File: src/rtl/wb_pkg.sv
// wb_pkg -- shared types and defaults for the writeback arbiter.
//   wb_src_e     : writeback source select encoding (ALU=0, MEM=1)
//   prio_state_e : conflict-priority owner
//   WB_DATA_W / WB_REG_AW : default data and register-address widths
package wb_pkg;
   localparam int WB_DATA_W = 16;
   localparam int WB_REG_AW = 4;

   typedef enum logic {
      WB_SRC_ALU = 1'b0,
      WB_SRC_MEM = 1'b1
   } wb_src_e;

   typedef enum logic {
      PRIO_MEM = 1'b0,
      PRIO_ALU = 1'b1
   } prio_state_e;
endpackage

File: src/rtl/wb_hold_buf.sv
// wb_hold_buf -- single-entry holding buffer with valid/ready input side.
// Ports:
//   clk, rst                 : clock, async active-high reset
//   in_valid/in_data/in_rd   : producer side; ready is the back-pressure
//   grant                    : buffer entry consumed this cycle
//   full, data, rd           : current buffer contents
// A granted entry may be replaced in the same cycle (drain and refill).
module wb_hold_buf #(
   parameter int DATA_W = 16,
   parameter int REG_AW = 4
) (
   input  logic              clk,
   input  logic              rst,
   input  logic              in_valid,
   input  logic [DATA_W-1:0] in_data,
   input  logic [REG_AW-1:0] in_rd,
   input  logic              grant,
   output logic              ready,
   output logic              full,
   output logic [DATA_W-1:0] data,
   output logic [REG_AW-1:0] rd
);
   assign ready = !full || grant;

   always_ff @(posedge clk or posedge rst) begin
      if (rst) begin
         full <= 1'b0;
         data <= '0;
         rd   <= '0;
      end else if (in_valid && ready) begin
         full <= 1'b1;
         data <= in_data;
         rd   <= in_rd;
      end else if (grant) begin
         full <= 1'b0;
      end
   end
endmodule

File: src/rtl/wb_arbiter.sv
// wb_arbiter -- arbitrates ALU results and load data onto one register-file
// write port.
// Ports:
//   clk, rst                        : clock, async active-high reset
//   alu_valid/alu_ready/alu_data/alu_rd : ALU result handshake
//   mem_valid/mem_ready/mem_data/mem_rd : load result handshake
//   rf_we/rf_waddr/rf_wdata/wb_sel  : registered RF write port and mux select
//   stall                           : a full buffer is waiting this cycle
// Configuration macro WB_FAIR_EN: when defined, the ALU is promoted to
// conflict priority after STARVE_MAX consecutive conflict losses; otherwise
// MEM always wins conflicts.
module wb_arbiter
   import wb_pkg::*;
#(
   parameter int DATA_W     = WB_DATA_W,
   parameter int REG_AW     = WB_REG_AW,
   parameter int STARVE_MAX = 3
) (
   input  logic              clk,
   input  logic              rst,
   input  logic              alu_valid,
   output logic              alu_ready,
   input  logic [DATA_W-1:0] alu_data,
   input  logic [REG_AW-1:0] alu_rd,
   input  logic              mem_valid,
   output logic              mem_ready,
   input  logic [DATA_W-1:0] mem_data,
   input  logic [REG_AW-1:0] mem_rd,
   output logic              rf_we,
   output logic [REG_AW-1:0] rf_waddr,
   output logic [DATA_W-1:0] rf_wdata,
   output logic              wb_sel,
   output logic              stall
);
   logic              alu_full, mem_full;
   logic [DATA_W-1:0] alu_buf_data, mem_buf_data;
   logic [REG_AW-1:0] alu_buf_rd, mem_buf_rd;
   logic              grant_alu, grant_mem;
   prio_state_e       state, state_nxt;
   wb_src_e           sel_q;

   wb_hold_buf #(.DATA_W(DATA_W), .REG_AW(REG_AW)) u_alu_buf (
      .clk(clk), .rst(rst),
      .in_valid(alu_valid), .in_data(alu_data), .in_rd(alu_rd),
      .grant(grant_alu), .ready(alu_ready),
      .full(alu_full), .data(alu_buf_data), .rd(alu_buf_rd)
   );

   wb_hold_buf #(.DATA_W(DATA_W), .REG_AW(REG_AW)) u_mem_buf (
      .clk(clk), .rst(rst),
      .in_valid(mem_valid), .in_data(mem_data), .in_rd(mem_rd),
      .grant(grant_mem), .ready(mem_ready),
      .full(mem_full), .data(mem_buf_data), .rd(mem_buf_rd)
   );

   // A lone full buffer always wins; priority state only breaks conflicts.
   assign grant_alu = alu_full && (!mem_full || (state == PRIO_ALU));
   assign grant_mem = mem_full && !grant_alu;
   assign stall     = (alu_full && !grant_alu) || (mem_full && !grant_mem);
   assign wb_sel    = sel_q;

   always_ff @(posedge clk or posedge rst) begin
      if (rst) begin
         rf_we    <= 1'b0;
         rf_waddr <= '0;
         rf_wdata <= '0;
         sel_q    <= WB_SRC_ALU;
      end else begin
         rf_we <= grant_alu || grant_mem;
         if (grant_alu) begin
            rf_waddr <= alu_buf_rd;
            rf_wdata <= alu_buf_data;
            sel_q    <= WB_SRC_ALU;
         end else if (grant_mem) begin
            rf_waddr <= mem_buf_rd;
            rf_wdata <= mem_buf_data;
            sel_q    <= WB_SRC_MEM;
         end
      end
   end

`ifdef WB_FAIR_EN
   localparam int CNT_W = $clog2(STARVE_MAX + 1);
   localparam logic [CNT_W-1:0] CNT_MAX = CNT_W'(STARVE_MAX);

   logic [CNT_W-1:0] starve_cnt, starve_cnt_nxt;

   always_ff @(posedge clk or posedge rst) begin
      if (rst) begin
         state      <= PRIO_MEM;
         starve_cnt <= '0;
      end else begin
         state      <= state_nxt;
         starve_cnt <= starve_cnt_nxt;
      end
   end

   always_comb begin
      state_nxt      = state;
      starve_cnt_nxt = starve_cnt;
      case (state)
         PRIO_MEM: begin
            if (grant_alu) begin
               starve_cnt_nxt = '0;
            end else if (alu_full && mem_full) begin
               // ALU lost a conflict; saturate and hand over priority at max.
               if (starve_cnt != CNT_MAX) starve_cnt_nxt = starve_cnt + 1'b1;
               if (starve_cnt_nxt == CNT_MAX) state_nxt = PRIO_ALU;
            end
         end
         PRIO_ALU: begin
            if (grant_alu) begin
               state_nxt      = PRIO_MEM;
               starve_cnt_nxt = '0;
            end
         end
         default: state_nxt = PRIO_MEM;
      endcase
   end
`else
   always_ff @(posedge clk or posedge rst) begin
      if (rst) state <= PRIO_MEM;
      else     state <= state_nxt;
   end

   always_comb begin
      state_nxt = PRIO_MEM;
   end
`endif
endmodule

File: config.mk
export PLATFORM = sky130hd
export DESIGN_NAME = wb_arbiter
export DESIGN_NICKNAME = d
export VERILOG_FILES = /design/src/rtl/wb_pkg.sv /design/src/rtl/wb_hold_buf.sv /design/src/rtl/wb_arbiter.sv
export SDC_FILE = /design/constraint.sdc
export NUM_CORES = 1
export LEC_CHECK = 0
export BUFFER_PORTS_ARGS = -buffer_cell sky130_fd_sc_hd__buf_2
export CAP_MARGIN = 20
export CORE_AREA = 8 8 84 86
export CTS_CLUSTER_SIZE = 25
export DETAILED_ROUTE_END_ITERATION = 12
export DIE_AREA = 0 0 92 94
export PLACE_DENSITY = 0.73
export SLEW_MARGIN = 20
export SYNTH_ARGS = -nofsm -noshare
export SYNTH_HDL_FRONTEND = slang
export SYNTH_SLANG_ARGS = --single-unit
File: constraint.sdc
create_clock -name clk -period 1.7 [get_ports clk]
set_input_delay 0.17 -clock clk [delete_from_list [all_inputs] [get_ports clk]]
set_output_delay 0.17 -clock clk [all_outputs]
set_load 0.005 [all_outputs]
==> reports/results.tsv <==
stage	metric	value	unit
timing	setup_viol	0	
placement	dpl-instance-area	2980	um2
cells_and_area	final_cell_mix	buf_2 (67), dfrtp_1 (64), mux2_2 (39)	
worst_setup_path	path_cells	buf_4 -> and2_1 -> inv_1 -> buf_2	
worst_setup_path	cp_slowest_cell	dfrtp_1	
timing	fin_crit_sh	93.0	%
timing	drv_slew	0	
cells_and_area	final_common_cell	buf_2	
worst_setup_path	path_buf_inv	3	
clock_tree	cts_buffer_depth	2	
pwr	p_total	3.51	mW
cells_and_area	seqCellArea	1600	um2
cells_and_area	multi_input_area	875	um2
worst_setup_path	critPathCaptureType	output pin	
global_routing	grt_usage	12.7	%
route	wl_per_cell	15.2	um
route	drt-total-wl	5.14	mm
cells_and_area	antenna_cells	0	
timing	fin_tns_setup	0	ns
pwr	leakage	1.56	nW
global_routing	grt_max_degree	65	
route	first_pass_iters	3	
worst_setup_path	start_kind	flip-flop	
clock_tree	clkTransAtPathRegs	0.07	ns
timing	min_period	1.58	ns
worst_setup_path	arrival	1.41	ns
yosys	yosysSeqAreaShare	61.9	%
floorplanning	initial_core_util	45.0	%
route	ant_nets	0	
route	vias	1632	
route	drt-initial-drc-count	46	
floorplanning	core_area	5750	um2
route	route.detailed.drc	0	
clock_tree	clock_latency	0.34	ns
yosys	netlist_top_cells_area	dfrtp_1 (62%), mux2_2 (17%), mux2i_1 (7.7%), o21ai_0 (3.9%), nand2_1 (2.9%)	
yosys	async_reset_ff_share	100	%
timing	finalHoldViolCount	0	
clock_tree	clock-sinks	64	
floorplanning	die_w	92	um
cells_and_area	area_growth	22.6	%
cells_and_area	final_nets	302	
timing	max_freq	632	MHz
yosys	syn_nets	231	
yosys	synth_area	2590	um2
worst_setup_path	path_delay_family	buffers and inverters	
cells_and_area	fin_area	3170	um2
placement	dp_hpwl	3.64	mm
clock_tree	cts_root_buf	clkbuf_8	
yosys	synth_cell_types	17	
worst_setup_path	critPathMaxFanout	16	
yosys	yosys.area.top_type	dfrtp_1	
run	drv_cap	0	
worst_setup_path	critPathKind	reg2out	
timing	rsz0062_at_grt	no	
timing	hold_slack	0.0527	ns
yosys	synth-edff-count	0	
yosys	syn_inst	187	
global_routing	grt-ovfl-total	0	
clock_tree	cts_setup_buffers	0	
worst_setup_path	required	1.53	ns
yosys	avgSynthCellArea	13.8	um2
yosys	synth_top_area_share	61.9	%
pwr	p_per_area	1110	nW/um2
pwr	peakVddDrop	643	uV
placement	io_buffers	67	
global_routing	grt_pass1_wl	8.56	mm
worst_setup_path	max_stage_delay	0.41	ns
yosys	ys_warn_count	0	
clock_tree	htree_levels	3	
floorplanning	dieHeight	94	um
floorplanning	io_pins	69	
floorplanning	die_area	8650	um2
yosys	ys_ff_latch	64	
placement	finalWeightedCongestion	0.744	
route	routed_via_density	4.83	
cells_and_area	fillerInstances	510	
cells_and_area	drive_above_1_share	48.7	%
run_status	status	complete, no violations	
clock_tree	cts_buffers	9	
clock_tree	cts_tree	done	
yosys	synth-main-ff-cell	dfrtp_1	
timing	skew	0.0111	ns
global_routing	grt_pass1_vias	1846	
global_routing	antenna_found_initial	0	
floorplanning	rows	28	
hold_path	worstHoldPathType	in2reg	
cell type report:
class | instances | area share (%)
Clock buffer | 12 | 4.26
Clock inverter | 4 | 1.42
Inverter | 3 | 0.473
Multi-Input combinational cell | 106 | 27.6
Sequential cell | 64 | 50.5
Tap cell | 75 | 2.96
Timing Repair Buffer | 74 | 12.8
timing repair:
item,CTS,global route
endpoints found under the setup margin,0,1
endpoints found under the hold margin,64,0
hold buffers,1,0
resized for setup,0,1
state kept, by name (all words and copies together) (netlist names):
register,count
u_mem_buf.rd,4
rf_waddr,4
u_alu_buf.rd,4
u_mem_buf.full,1
rf_wdata,16
wb_sel,1
rf_we,1
u_alu_buf.data,16
u_alu_buf.full,1
u_mem_buf.data,16
path summary, 6_finish.rpt:
kind / start / end / slack (ns) / cells after the start
max reg2reg: u_mem_buf.full$_DFFE_PP0P_ / u_alu_buf.data[5]$_DFFE_PP0P_ / 0.42 / 3
max: u_alu_buf.full$_DFFE_PP0P_ / alu_ready / 0.12 / 4
min: alu_data[8] / u_alu_buf.data[8]$_DFFE_PP0P_ / 0.05 / 2
min reg2reg: u_mem_buf.data[4]$_DFFE_PP0P_ / rf_wdata[4]$_DFFE_PP0P_ / 0.47 / 2
max in group asynchronous: rst / u_alu_buf.rd[0]$_DFFE_PP0P_ / 0.97 / 4
min in group asynchronous: rst / u_mem_buf.data[1]$_DFFE_PP0P_ / 0.46 / 4
metal layers:
| layer | up-vias | GRT usage [%] | part of all wire, % |
|---|---|---|---|
| li1 | 780 | - | - |
| met1 | 802 | 13.5 | 41 |
| met2 | 36 | 21.0 | 51 |
| met3 | 14 | 4.16 | 5.4 |
| met4 | 0 | 8.86 | 2.8 |
| met5 | - | 0 | 0 |
worst register-to-register path: cells and delay by family (launching register included):
family                 cells  cell delay (ns)
buffers and inverters      1             0.22
multiplexers               1             0.36
flip-flops                 1             0.42
AO/OA/AOI/OAI              1             0.17
synth_stat cells (2+ instances only):
| cell type | n |
|---|---|
| o21ai_0 | 20 |
| clkbuf_1 | 5 |
| buf_6 | 5 |
| buf_4 | 2 |
| dfrtp_1 | 64 |
| nand2_1 | 20 |
| inv_1 | 3 |
| mux2i_1 | 20 |
| buf_2 | 2 |
| mux2_2 | 39 |
logic make-up (layout without fill, tap and decap cells):
kind of cell	count (synthesis)	after routing	share of synthesized area, %
AOI/OAI and AO/OA	22	22	4.88
buffers and inverters	17	93	4.30
DFF	64	64	61.9
muxes	60	60	25.1
other	1	1	0.145
and+or+nand+nor	23	23	3.63
through the flow:
| stage | std cells | util (%) | worst slack (ns) |
|---|---|---|---|
| floorplan | 187 | - | 0.465 |
| global placement | 321 | 51.8 | 0.435 |
| detailed placement | 321 | 51.8 | 0.416 |
| CTS | 338 | 55.1 | 0.0408 |
| global route | 338 | 55.2 | 0.0477 |
| finish | 338 | 55.2 | 0.119 |
power breakdown:
| part | leakage, nW | switching [mW] | internal [mW] | total (mW) |
|---|---|---|---|---|
| sequential | 0.753 | 0.0952 | 1.72 | 1.81 |
| clock | 0.0941 | 0.542 | 0.671 | 1.21 |
| combinational | 0.714 | 0.213 | 0.269 | 0.482 |
| total | 1.56 | 0.850 | 2.66 | 3.51 |
Note: power is estimated with default switching activity, not from simulation.
